File: src/rtl/matrix_if_pkg.sv
// matrix_if_pkg: shared types and widths for the matrix calculator pin-interface driver
package matrix_if_pkg;
  typedef enum logic [2:0] {IDLE, LOAD, SETUP, PULSE, GAP, WAIT_FIN, DONE, FAIL} drv_state_t;
  localparam logic [1:0] FAIL_NONE    = 2'b00;
  localparam logic [1:0] FAIL_CALC    = 2'b01;
  localparam logic [1:0] FAIL_TIMEOUT = 2'b10;
  localparam int DATA_W = 8;
  localparam int RES_W  = 5;
  localparam int IDX_W  = 4;
  function automatic int max3(input int a, input int b, input int c);
    return (a > b) ? ((a > c) ? a : c) : ((b > c) ? b : c);
  endfunction
endpackage

File: src/rtl/synchronizer.sv
// synchronizer: 2-flop synchronizer for one asynchronous input bit
module synchronizer (
  input  logic clk,
  input  logic rst,
  input  logic i_d,
  output logic o_q
);
  logic r_meta, r_q;
  always_ff @(posedge clk)
    if (rst) {r_meta, r_q} <= 2'b00;
    else {r_meta, r_q} <= {i_d, r_meta};
  assign o_q = r_q;
endmodule

File: src/rtl/matrix_entry_driver.sv
// matrix_entry_driver: paces operand bytes onto the calculator pins and reports its results
module matrix_entry_driver
  import matrix_if_pkg::*;
#(
  parameter int N_ENTRIES   = 8,
  parameter int SETUP_CYC   = 4,
  parameter int PULSE_CYC   = 8,
  parameter int GAP_CYC     = 8,
  parameter int TIMEOUT_CYC = 1024
) (
  input  logic              clk,
  input  logic              rst,
  input  logic              start,
  input  logic [1:0]        op_sel,
  input  logic              entry_valid,
  input  logic [DATA_W-1:0] entry_data,
  output logic              entry_ready,
  output logic [DATA_W-1:0] calc_data_in,
  output logic              calc_enter,
  output logic [1:0]        calc_operation,
  input  logic [RES_W-1:0]  calc_data_out,
  input  logic [IDX_W-1:0]  calc_index,
  input  logic              calc_finish,
  input  logic              calc_error,
  output logic              busy,
  output logic              done,
  output logic              fail,
  output logic [1:0]        fail_code,
  output logic              result_valid,
  output logic [RES_W-1:0]  result_data,
  output logic [IDX_W-1:0]  result_index
);
  localparam int PH_W  = $clog2(max3(SETUP_CYC, PULSE_CYC, GAP_CYC) + 1);
  localparam int CNT_W = $clog2(N_ENTRIES + 1);
  localparam int TMO_W = $clog2(TIMEOUT_CYC + 1);
  localparam int SYN_W = RES_W + IDX_W + 2;
  logic [SYN_W-1:0] w_async, w_sync;
  logic [RES_W-1:0] w_res;
  logic [IDX_W-1:0] w_idx;
  logic             w_finish, w_error;
  assign w_async = {calc_data_out, calc_index, calc_finish, calc_error};
  assign {w_res, w_idx, w_finish, w_error} = w_sync;
  for (genvar i = 0; i < SYN_W; i++) begin : g_sync
    synchronizer u_sync (.clk(clk), .rst(rst), .i_d(w_async[i]), .o_q(w_sync[i]));
  end
  drv_state_t       r_state, w_next;
  logic [PH_W-1:0]  r_phase;
  logic [CNT_W-1:0] r_count;
  logic [TMO_W-1:0] r_tmo;
  logic [DATA_W-1:0] r_data;
  logic [1:0]       r_op, r_fcode;
  logic             r_rvalid;
  logic [RES_W-1:0] r_rdata;
  logic [IDX_W-1:0] r_ridx, r_idx_prev;
  logic             w_busy, w_start_ok, w_phase_end, w_strobe;
  assign w_busy      = !(r_state inside {IDLE, DONE, FAIL});
  assign w_start_ok  = start && !w_busy;
  assign w_phase_end = (r_state == SETUP) ? (r_phase == PH_W'(SETUP_CYC - 1)) :
                       (r_state == PULSE) ? (r_phase == PH_W'(PULSE_CYC - 1)) :
                                            (r_phase == PH_W'(GAP_CYC - 1));
  // a strobe on entering DONE, then one per index step while DONE persists
  assign w_strobe    = (w_next == DONE) && (r_state == WAIT_FIN || w_idx != r_idx_prev);
  always_ff @(posedge clk)
    r_state <= rst ? IDLE : w_next;
  always_comb begin
    w_next = r_state;
    if (w_busy && w_error) w_next = FAIL;
    else case (r_state)
      IDLE, DONE, FAIL: w_next = start ? LOAD : r_state;
      LOAD:     w_next = entry_valid ? SETUP : LOAD;
      SETUP:    w_next = w_phase_end ? PULSE : SETUP;
      PULSE:    w_next = w_phase_end ? GAP : PULSE;
      GAP:      w_next = !w_phase_end ? GAP : (r_count == CNT_W'(N_ENTRIES - 1)) ? WAIT_FIN : LOAD;
      WAIT_FIN: w_next = w_finish ? DONE : (r_tmo == TMO_W'(TIMEOUT_CYC - 1)) ? FAIL : WAIT_FIN;
      default:  w_next = IDLE;
    endcase
  end
  always_comb begin
    entry_ready = r_state == LOAD;
    calc_enter  = r_state == PULSE;
    busy        = w_busy;
    done        = r_state == DONE;
    fail        = r_state == FAIL;
  end
  always_ff @(posedge clk) begin
    if (rst) begin
      r_phase    <= '0;
      r_count    <= '0;
      r_tmo      <= '0;
      r_data     <= '0;
      r_op       <= '0;
      r_fcode    <= FAIL_NONE;
      r_rvalid   <= 1'b0;
      r_rdata    <= '0;
      r_ridx     <= '0;
      r_idx_prev <= '0;
    end else begin
      r_phase    <= (w_next == r_state && r_state inside {SETUP, PULSE, GAP}) ? r_phase + 1'b1 : '0;
      r_tmo      <= (r_state == WAIT_FIN) ? r_tmo + 1'b1 : '0;
      r_count    <= w_start_ok ? '0 : (r_state == GAP && w_phase_end) ? r_count + 1'b1 : r_count;
      r_op       <= w_start_ok ? op_sel : r_op;
      r_data     <= (r_state == LOAD && w_next == SETUP) ? entry_data : r_data;
      r_fcode    <= w_start_ok ? FAIL_NONE :
                    (w_busy && w_error) ? FAIL_CALC :
                    (r_state == WAIT_FIN && w_next == FAIL) ? FAIL_TIMEOUT : r_fcode;
      r_rvalid   <= w_strobe;
      r_rdata    <= w_strobe ? w_res : r_rdata;
      r_ridx     <= w_strobe ? w_idx : r_ridx;
      r_idx_prev <= w_idx;
    end
  end
  assign calc_data_in   = r_data;
  assign calc_operation = r_op;
  assign fail_code      = r_fcode;
  assign result_valid   = r_rvalid;
  assign result_data    = r_rdata;
  assign result_index   = r_ridx;
endmodule

File: config.mk
export PLATFORM = sky130hd
export DESIGN_NAME = matrix_entry_driver
export DESIGN_NICKNAME = d
export VERILOG_FILES = /design/src/rtl/matrix_if_pkg.sv /design/src/rtl/synchronizer.sv /design/src/rtl/matrix_entry_driver.sv
export SDC_FILE = /design/constraint.sdc
export NUM_CORES = 1
export LEC_CHECK = 0
export BUFFER_PORTS_ARGS = -buffer_cell sky130_fd_sc_hd__buf_2
export CORE_AREA = 2 2 72 74
export DETAILED_ROUTE_END_ITERATION = 8
export DIE_AREA = 0 0 74 76
export PLACE_DENSITY = 0.83
export SLEW_MARGIN = 30
export SYNTH_ARGS = -nofsm -noshare
export SYNTH_HDL_FRONTEND = slang
export SYNTH_SLANG_ARGS = --single-unit
export TNS_END_PERCENT = 30
File: constraint.sdc
create_clock -name clk -period 2.85 [get_ports clk]
set_input_delay 0.57 -clock clk [delete_from_list [all_inputs] [get_ports clk]]
set_output_delay 0.57 -clock clk [all_outputs]
set_load 0.1 [all_outputs]
Word level (Yosys, flattened, before mapping)
Cells that the tools add are included.
Operators by class
  reductions and logical operators: 18
  add/sub/neg operators: 3
  equal/unequal tests: 16
  multiplexer cells: 13
  bitwise logic cells: 2
Operator list (number)
  $eq 3x3->1 const B: 6
  $pmux 3 s6: 1
  $mux 3: 5
  $add 11x1->11 const B: 1
  $eq 11x10->1 const B: 1
  $eq 3x2->1 const B: 3
  $add 4x1->4 const B: 2
  $eq 4x3->1 const B: 2
  $logic_and 1x1->1: 7
  $mux 2: 3
  $reduce_bool 3->1: 2
  $reduce_or 2->1: 3
  $reduce_or 3->1: 2
  $eq 4x2->1 const B: 1
  $mux 1: 4
  $ne 4x4->1: 1
  $eq 3x1->1 const B: 1
  $eq 3x3->1: 1
  $logic_not 3->1: 1
  $not 1->1: 2
  $reduce_bool 2->1: 1
  $logic_not 1->1: 1
  $logic_or 1x1->1: 1
Word-level totals
  logic and storage cells: 86
  bits in registers: 70
  output and inout port bits: 27
  input port bits: 25

Depth between registers and ports, before layout
Gate-level depths: netlist of run 1.
  depth in word-level cells: 9
  mapped depth: 8
  gate-level depth less buffers: 7

Hierarchy
A second synthesis of run 1 with hierarchy kept.
Second synthesis, totals
  cells, all modules: 275
  area, all modules: 2795.2 um^2
By module, submodules not included
  matrix_entry_driver: times used 1, area each 2217.1 um^2, sequential area each 960.9 um^2, cells each 231
  synchronizer: times used 11, area each 52.6 um^2, sequential area each 40.0 um^2, cells each 4

Worst setup path after synthesis of run 1
No wires, ideal clock.
  kind: flip-flop to flip-flop
  start point: register r_state[0]
  end point: register r_data[0], in the netlist calc_data_in[0]
  buffers on the path: 2
  setup slack: -929 ps
  arrival time: 3652 ps
  cell stages (with the launch flop): 7
  period minus slack after synthesis: 3779 ps
  data required time: 2722 ps
  library setup time: 128 ps
  cell sequence: dfxtp_1 -> buf_2 -> nor3b_1 -> or3b_1 -> buf_6 -> mux2i_1 -> nor2_1
Between the ends
  elaborated cells between the ends (all ways): 21
  those cells by class: eq/ne (8); mux (7); reduce/logical (6)
RTL lines
  from (decl): line matrix_entry_driver.sv:46  | drv_state_t r_state, w_next;
  from (signal assigned): line matrix_entry_driver.sv:64  | r_state <= rst ? IDLE : w_next;
  $eq 3x1->1 (*)
  net entry_ready: line matrix_entry_driver.sv:17  | output logic entry_ready,
  $pmux 3 s6: line matrix_entry_driver.sv:68  | else case (r_state)
  $mux 3: line matrix_entry_driver.sv:67  | if (w_busy && w_error) w_next = FAIL;
  $eq 3x2->1: line matrix_entry_driver.sv:102  | r_data <= (r_state == LOAD && w_next == SETUP) ? entry_data : r_data;
  $logic_and 1x1->1 (*): line matrix_entry_driver.sv:102
  to (signal assigned): line matrix_entry_driver.sv:102
  to (decl): line matrix_entry_driver.sv:50  | logic [DATA_W-1:0] r_data;
Mark *: on every way through the listed nets, which the timed path passes. The rest lies on a longest branch.
A chain may end at the register's enable or synchronous reset.

Final worst setup path of run 1
  start point: register r_state[1]
  end point: output calc_enter
Between the ends
  word-level cells in the longest chain between the ends: 1
Ends and longest elaborated chain
  $eq 3x2->1: line matrix_entry_driver.sv:80  | calc_enter = r_state == PULSE;
  to (decl): line matrix_entry_driver.sv:19  | output logic calc_enter,
No other way between the ends.

==> results of run 1 <==
==> metal layers <==
layer,part of all wire,GRT usage,up-vias
li1,-,-,1016
met1,0.46,0.220,898
met2,0.48,0.306,33
met3,0.043,0.0913,7
met4,0.017,0.0818,0
met5,0,0,-
==> worst max path at each step <==
stage          slack [ns]  cells past startpoint                            to
2_1_floorplan        0.13                      6  calc_data_in[0]$_SDFFE_PP0P_
3_3_place_gp         0.51                      7  calc_data_in[4]$_SDFFE_PP0P_
3_5_place_dp         0.45                      6  calc_data_in[5]$_SDFFE_PP0P_
4_1_cts              0.39                      3                    calc_enter
5_1_grt              0.27                      6  calc_data_in[3]$_SDFFE_PP0P_
6_report             0.39                      3                    calc_enter
==> final cells by class <==
cell class,instances,area (um2),share of cell area
flip-flops and latches,70,1400,0.423
multi-input cells,186,1320,0.399
repair buffers,53,270,0.0817
clock buffers,10,138,0.0416
well taps,70,87.6,0.0265
clock inverters,6,68.8,0.0208
inverters,6,22.5,0.00681
==> through the flow <==
step | util | total power, mW | std cells
2_1_floorplan | - | 1.27 | 274
3_3_place_gp | 0.632 | 1.31 | 385
3_5_place_dp | 0.632 | 1.31 | 385
4_1_cts | 0.674 | 2.12 | 401
5_1_grt | 0.674 | 2.18 | 401
6_report | 0.674 | 2.11 | 401
==> cells in the mapped netlist (2+ instances only) <==
library cell  count
a21oi_1           3
and2_1            3
and3_1            2
buf_2             2
buf_6             2
clkbuf_1          7
dfxtp_1          70
ha_1              3
inv_1             6
mux2_4            4
mux2i_1          16
nand2_1          11
nand2b_1         12
nand3_1           4
nand4_1           3
nor2_1           38
nor2b_1          33
nor3_1            2
nor3b_1           3
o21ai_0           2
xnor2_1          11
xor2_1            7
==> registers in the layout, indices dropped and copies added, names as in the netlist, 3 cells and up <==
| signal | flops |
|---|---|
| result_index | 4 |
| r_state | 3 |
| r_phase | 4 |
| result_data | 5 |
| g_sync.u_sync.o_q | 11 |
| calc_data_in | 8 |
| r_tmo | 11 |
| g_sync.u_sync.r_meta | 11 |
| r_idx_prev | 4 |
| r_count | 4 |
==> power groups by stage <==
stage	Sequential, mW	Combinational, mW	Clock, mW
CTS	1.03	0.259	0.830
finish	1.03	0.256	0.818
floorplan	1.10	0.165	0
global route	1.04	0.275	0.872
detailed placement	1.05	0.257	0
global placement	1.05	0.253	0
==> worst max-delay path, stage by stage, from the launching register on <==
cell	delay [ns]
dfxtp_1	0.63
and2b_4	0.25
and2_1	0.21
buf_2	0.46
==> kinds of logic after synthesis <==
| logic type | synth area share |
|---|---|
| multiplexers | 0.0825 |
| AND/OR/NAND/NOR | 0.257 |
| buffers and inverters | 0.0317 |
| AO/OA/AOI/OAI | 0.0602 |
| adder cells (fa/ha/maj) | 0.0134 |
| XOR/XNOR | 0.0562 |
| flip-flops | 0.499 |
==> results.cfg, run 1 <==
[outcome]
outcome = complete, no violations

[synthesis]
syn_area_um2 = 2810
synth_top_area_frac = 0.499
synth_edf_count = 0
synth_largest_area_cell = dfxtp_1
seq_area_frac_synth = 0.499
postSynthNetCount = 302
ys_top_cells_by_area = dfxtp_1 (50%), nor2b_1 (7.4%), mux2i_1 (5.7%)
yosysWarnings = 0
syn_inst = 274
syn_avg_cell_area_um2 = 10.2
synth-async-reset-ratio = 0
ys.flop_type = dfxtp_1
synth_cell_type_count = 52
ys_ff_latch = 70

[critical_path]
reg2reg_from = r_state[2]$_SDFF_PP0_
critPathLaunch = r_state[1]$_SDFF_PP0_
worst_ep_required_time_ns = 2.28
cp_max_fo = 16
arrival_ns = 1.89
r2r_end = calc_data_in[7]$_SDFFE_PP0P_
crit_path_start_kind = flip-flop
path_class = flip-flop to primary output
rrSetupSlack_ns = 0.45
worstRegToRegCells = 6
worst_setup_path_end_kind = primary output

[global_routing]
grt_pass1_vias = 1904
grt_pass1_wl_um = 8180
antenna_found_initial = 0
overflow = 0
grt_max_degree = 26
grt_usage = 0.193

[finish]
n_antenna_cell = 0
nets = 354
nFillCells = 377
layout-drive-gt1-share = 0.263
final_cell_mix = dfxtp_1 (70), buf_2 (51), nor2_1 (38)
area_delta_synth_final_pct = 17.9
layout_commonest_cell = dfxtp_1
finish.instance_area_um2 = 3310

[power]
power_density_nw_per_um2 = 637
power_frac_seq = 0.490
internal_power_mw = 1.52
peakVddDrop_v = 0.000691
combinationalPowerShare = 0.122
leakagePower_nw = 1.43
p_sw_frac = 0.281
clkPwrFrac = 0.388
switchingPower_mw = 0.591

[routing]
drt_iter0_drc = 75
dr.pass1.iters = 4
ant_nets = 0
vias_per_cell = 4.87
num_vias = 1954
wl_um = 4870
drcViolationCount = 0
post_drt_wl_per_cell_um = 12.1

[sta]
tightestPinTransition_ns = 0.493
fin_setup_tns_ns = 0
fin_crit_sh = 0.863
setup_viol_count_final = 0
min_period_ns = 2.46
holdWs_ns = 0.419
finClkSkew_ns = 0.00962
rsz0062_at_grt = false
slew-limit-headroom = 0.669
fmax_mhz = 406
setup_slack_ns = 0.389
slew_violations = 0
final-hold-violation-count = 0

[place]
port_buffers = 51
placed_cell_area_um2 = 3100
pre_cts_ws_ns = 0.454
place_congestion = 0.746
hpwl_um = 3360

[cts]
htree_num_levels = 3
cts_resized = 0
clkLatencyLatePin_ns = 0.35
cts_tree = built
cts_buffers = 9
cts_setup_buffers = 0
cts-root-buf = clkbuf_8
path_clk_slew_ns = 0.08
hold_buffers = 0
cts_sinks = 70
clockBufferDepth = 2

[die]
die_y_um = 76
die_w_um = 74
core_um2 = 4910
dieArea_um2 = 5620
rows = 26
initial_core_util = 0.571
ios = 52

[job]
max_cap_violations = 0

[worst_hold_path]
hp-class = input port to flip-flop
worst_hold_path.num_cells = 2
holdPathEnd = g_sync[6].u_sync.r_meta$_SDFF_PP0_
hold_start = calc_data_out[0]
Power figures use the tool's default switching activity.
==> run 2, diff against run 1 <==
- MAX_ROUTING_LAYER: not set -> met4
==> results.cfg, run 2 (same netlist as run 1, synthesis figures left out) <==
[critical_path]
worstRegToRegCells = 6
rrSetupSlack_ns = 0.45
cp_slowest_stage_delay_ns = 0.64
critical_path_buf_inv_count = 1
cp_cell_sequence = and2b_4, and2_1, buf_2
worst_setup_path_end_kind = primary output
worst_ep_required_time_ns = 2.28
reg2reg_from = r_state[2]$_SDFF_PP0_
cp_top_family = flip-flops
crit_path_start_kind = flip-flop
cp_max_fo = 16
crit_path_top_delay_cell = dfxtp_1
path_class = flip-flop to primary output
arrival_ns = 1.89
r2r_end = calc_data_in[7]$_SDFFE_PP0P_

[routing]
wl_um = 4870
num_vias = 1963
drcViolationCount = 0
ant_nets = 0
drt_iter0_drc = 83
post_drt_wl_per_cell_um = 12.1
dr.pass1.iters = 5
vias_per_cell = 4.90

[finish]
final_cell_mix = dfxtp_1 (70), buf_2 (51), nor2_1 (38)
layout-drive-gt1-share = 0.263
nets = 354
layout_commonest_cell = dfxtp_1
finish.instance_area_um2 = 3310
n_antenna_cell = 0
area_delta_synth_final_pct = 17.9

[die]
rows = 26
core_um2 = 4910
die_w_um = 74
die_y_um = 76
initial_core_util = 0.571
dieArea_um2 = 5620
ios = 52

[worst_hold_path]
hold_start = calc_data_out[0]
hp-class = input port to flip-flop
worst_hold_path.num_cells = 2
holdPathEnd = g_sync[6].u_sync.r_meta$_SDFF_PP0_

[cts]
clockBufferDepth = 2
hold_buffers = 0
path_clk_slew_ns = 0.08
htree_num_levels = 3
cts-root-buf = clkbuf_8
cts_sinks = 70
cts_buffers = 9
clkLatencyLatePin_ns = 0.35
cts_tree = built
cts_setup_buffers = 0
cts_resized = 0

[sta]
setup_slack_ns = 0.389
slew-limit-headroom = 0.664
fmax_mhz = 406
slew_violations = 0
tightestPinTransition_ns = 0.500
fin_setup_tns_ns = 0
rsz0062_at_grt = false
min_period_ns = 2.46
finClkSkew_ns = 0.00981
final-hold-violation-count = 0
holdWs_ns = 0.423
setup_viol_count_final = 0
fin_crit_sh = 0.863

[place]
placed_cell_area_um2 = 3100
pre_cts_ws_ns = 0.454
place_congestion = 0.756
hpwl_um = 3360
port_buffers = 51

[global_routing]
grt_pass1_vias = 1901
grt_pass1_wl_um = 8150
overflow = 0
grt_max_degree = 26
grt_usage = 0.197
antenna_found_initial = 0

[outcome]
outcome = complete, no violations

[power]
peakVddDrop_v = 0.000692
power_density_nw_per_um2 = 636
leakagePower_nw = 1.43

[job]
max_cap_violations = 0
## run 2: worst max-delay path by stage
stage | from | to | slack, ns | cells past startpoint
5_1_grt | r_state[2]$_SDFF_PP0_ | calc_data_in[3]$_SDFFE_PP0P_ | 0.27 | 6
6_report | r_state[1]$_SDFF_PP0_ | calc_enter | 0.39 | 3
3_5_place_dp | r_state[2]$_SDFF_PP0_ | calc_data_in[5]$_SDFFE_PP0P_ | 0.45 | 6
3_3_place_gp | entry_valid | calc_data_in[4]$_SDFFE_PP0P_ | 0.51 | 7
4_1_cts | r_state[1]$_SDFF_PP0_ | calc_enter | 0.39 | 3
2_1_floorplan | r_state[0]$_SDFF_PP0_ | calc_data_in[0]$_SDFFE_PP0P_ | 0.13 | 6
## run 2: per-stage QoR
step	util	power [mW]	std cells
4_1_cts	0.674	2.12	401
6_report	0.674	2.11	401
3_3_place_gp	0.632	1.31	385
2_1_floorplan	-	1.27	274
3_5_place_dp	0.632	1.31	385
5_1_grt	0.674	2.18	401
## run 2: power by group
part	total, mW	internal, mW	switching, mW
clock	0.817	0.432	0.385
sequential	1.03	1.01	0.0257
combinational	0.257	0.0772	0.179
total	2.11	1.52	0.590
## run 2: per-layer routing
metal  track usage  up-vias  part of all wire
met1         0.223      897              0.46
met5             -        -                 0
met4        0.0982        0             0.017
met2         0.305       42              0.49
li1              -     1016                 -
met3        0.0688        8             0.038
## run 2: final cells by class
class / instances / area (um2)
clock inverters: 6 / 68.8
clock buffers: 10 / 138
fillers: 377 / 1600
multi-input cells: 186 / 1320
well taps: 70 / 87.6
repair buffers: 53 / 270
inverters: 6 / 22.5
flip-flops and latches: 70 / 1400
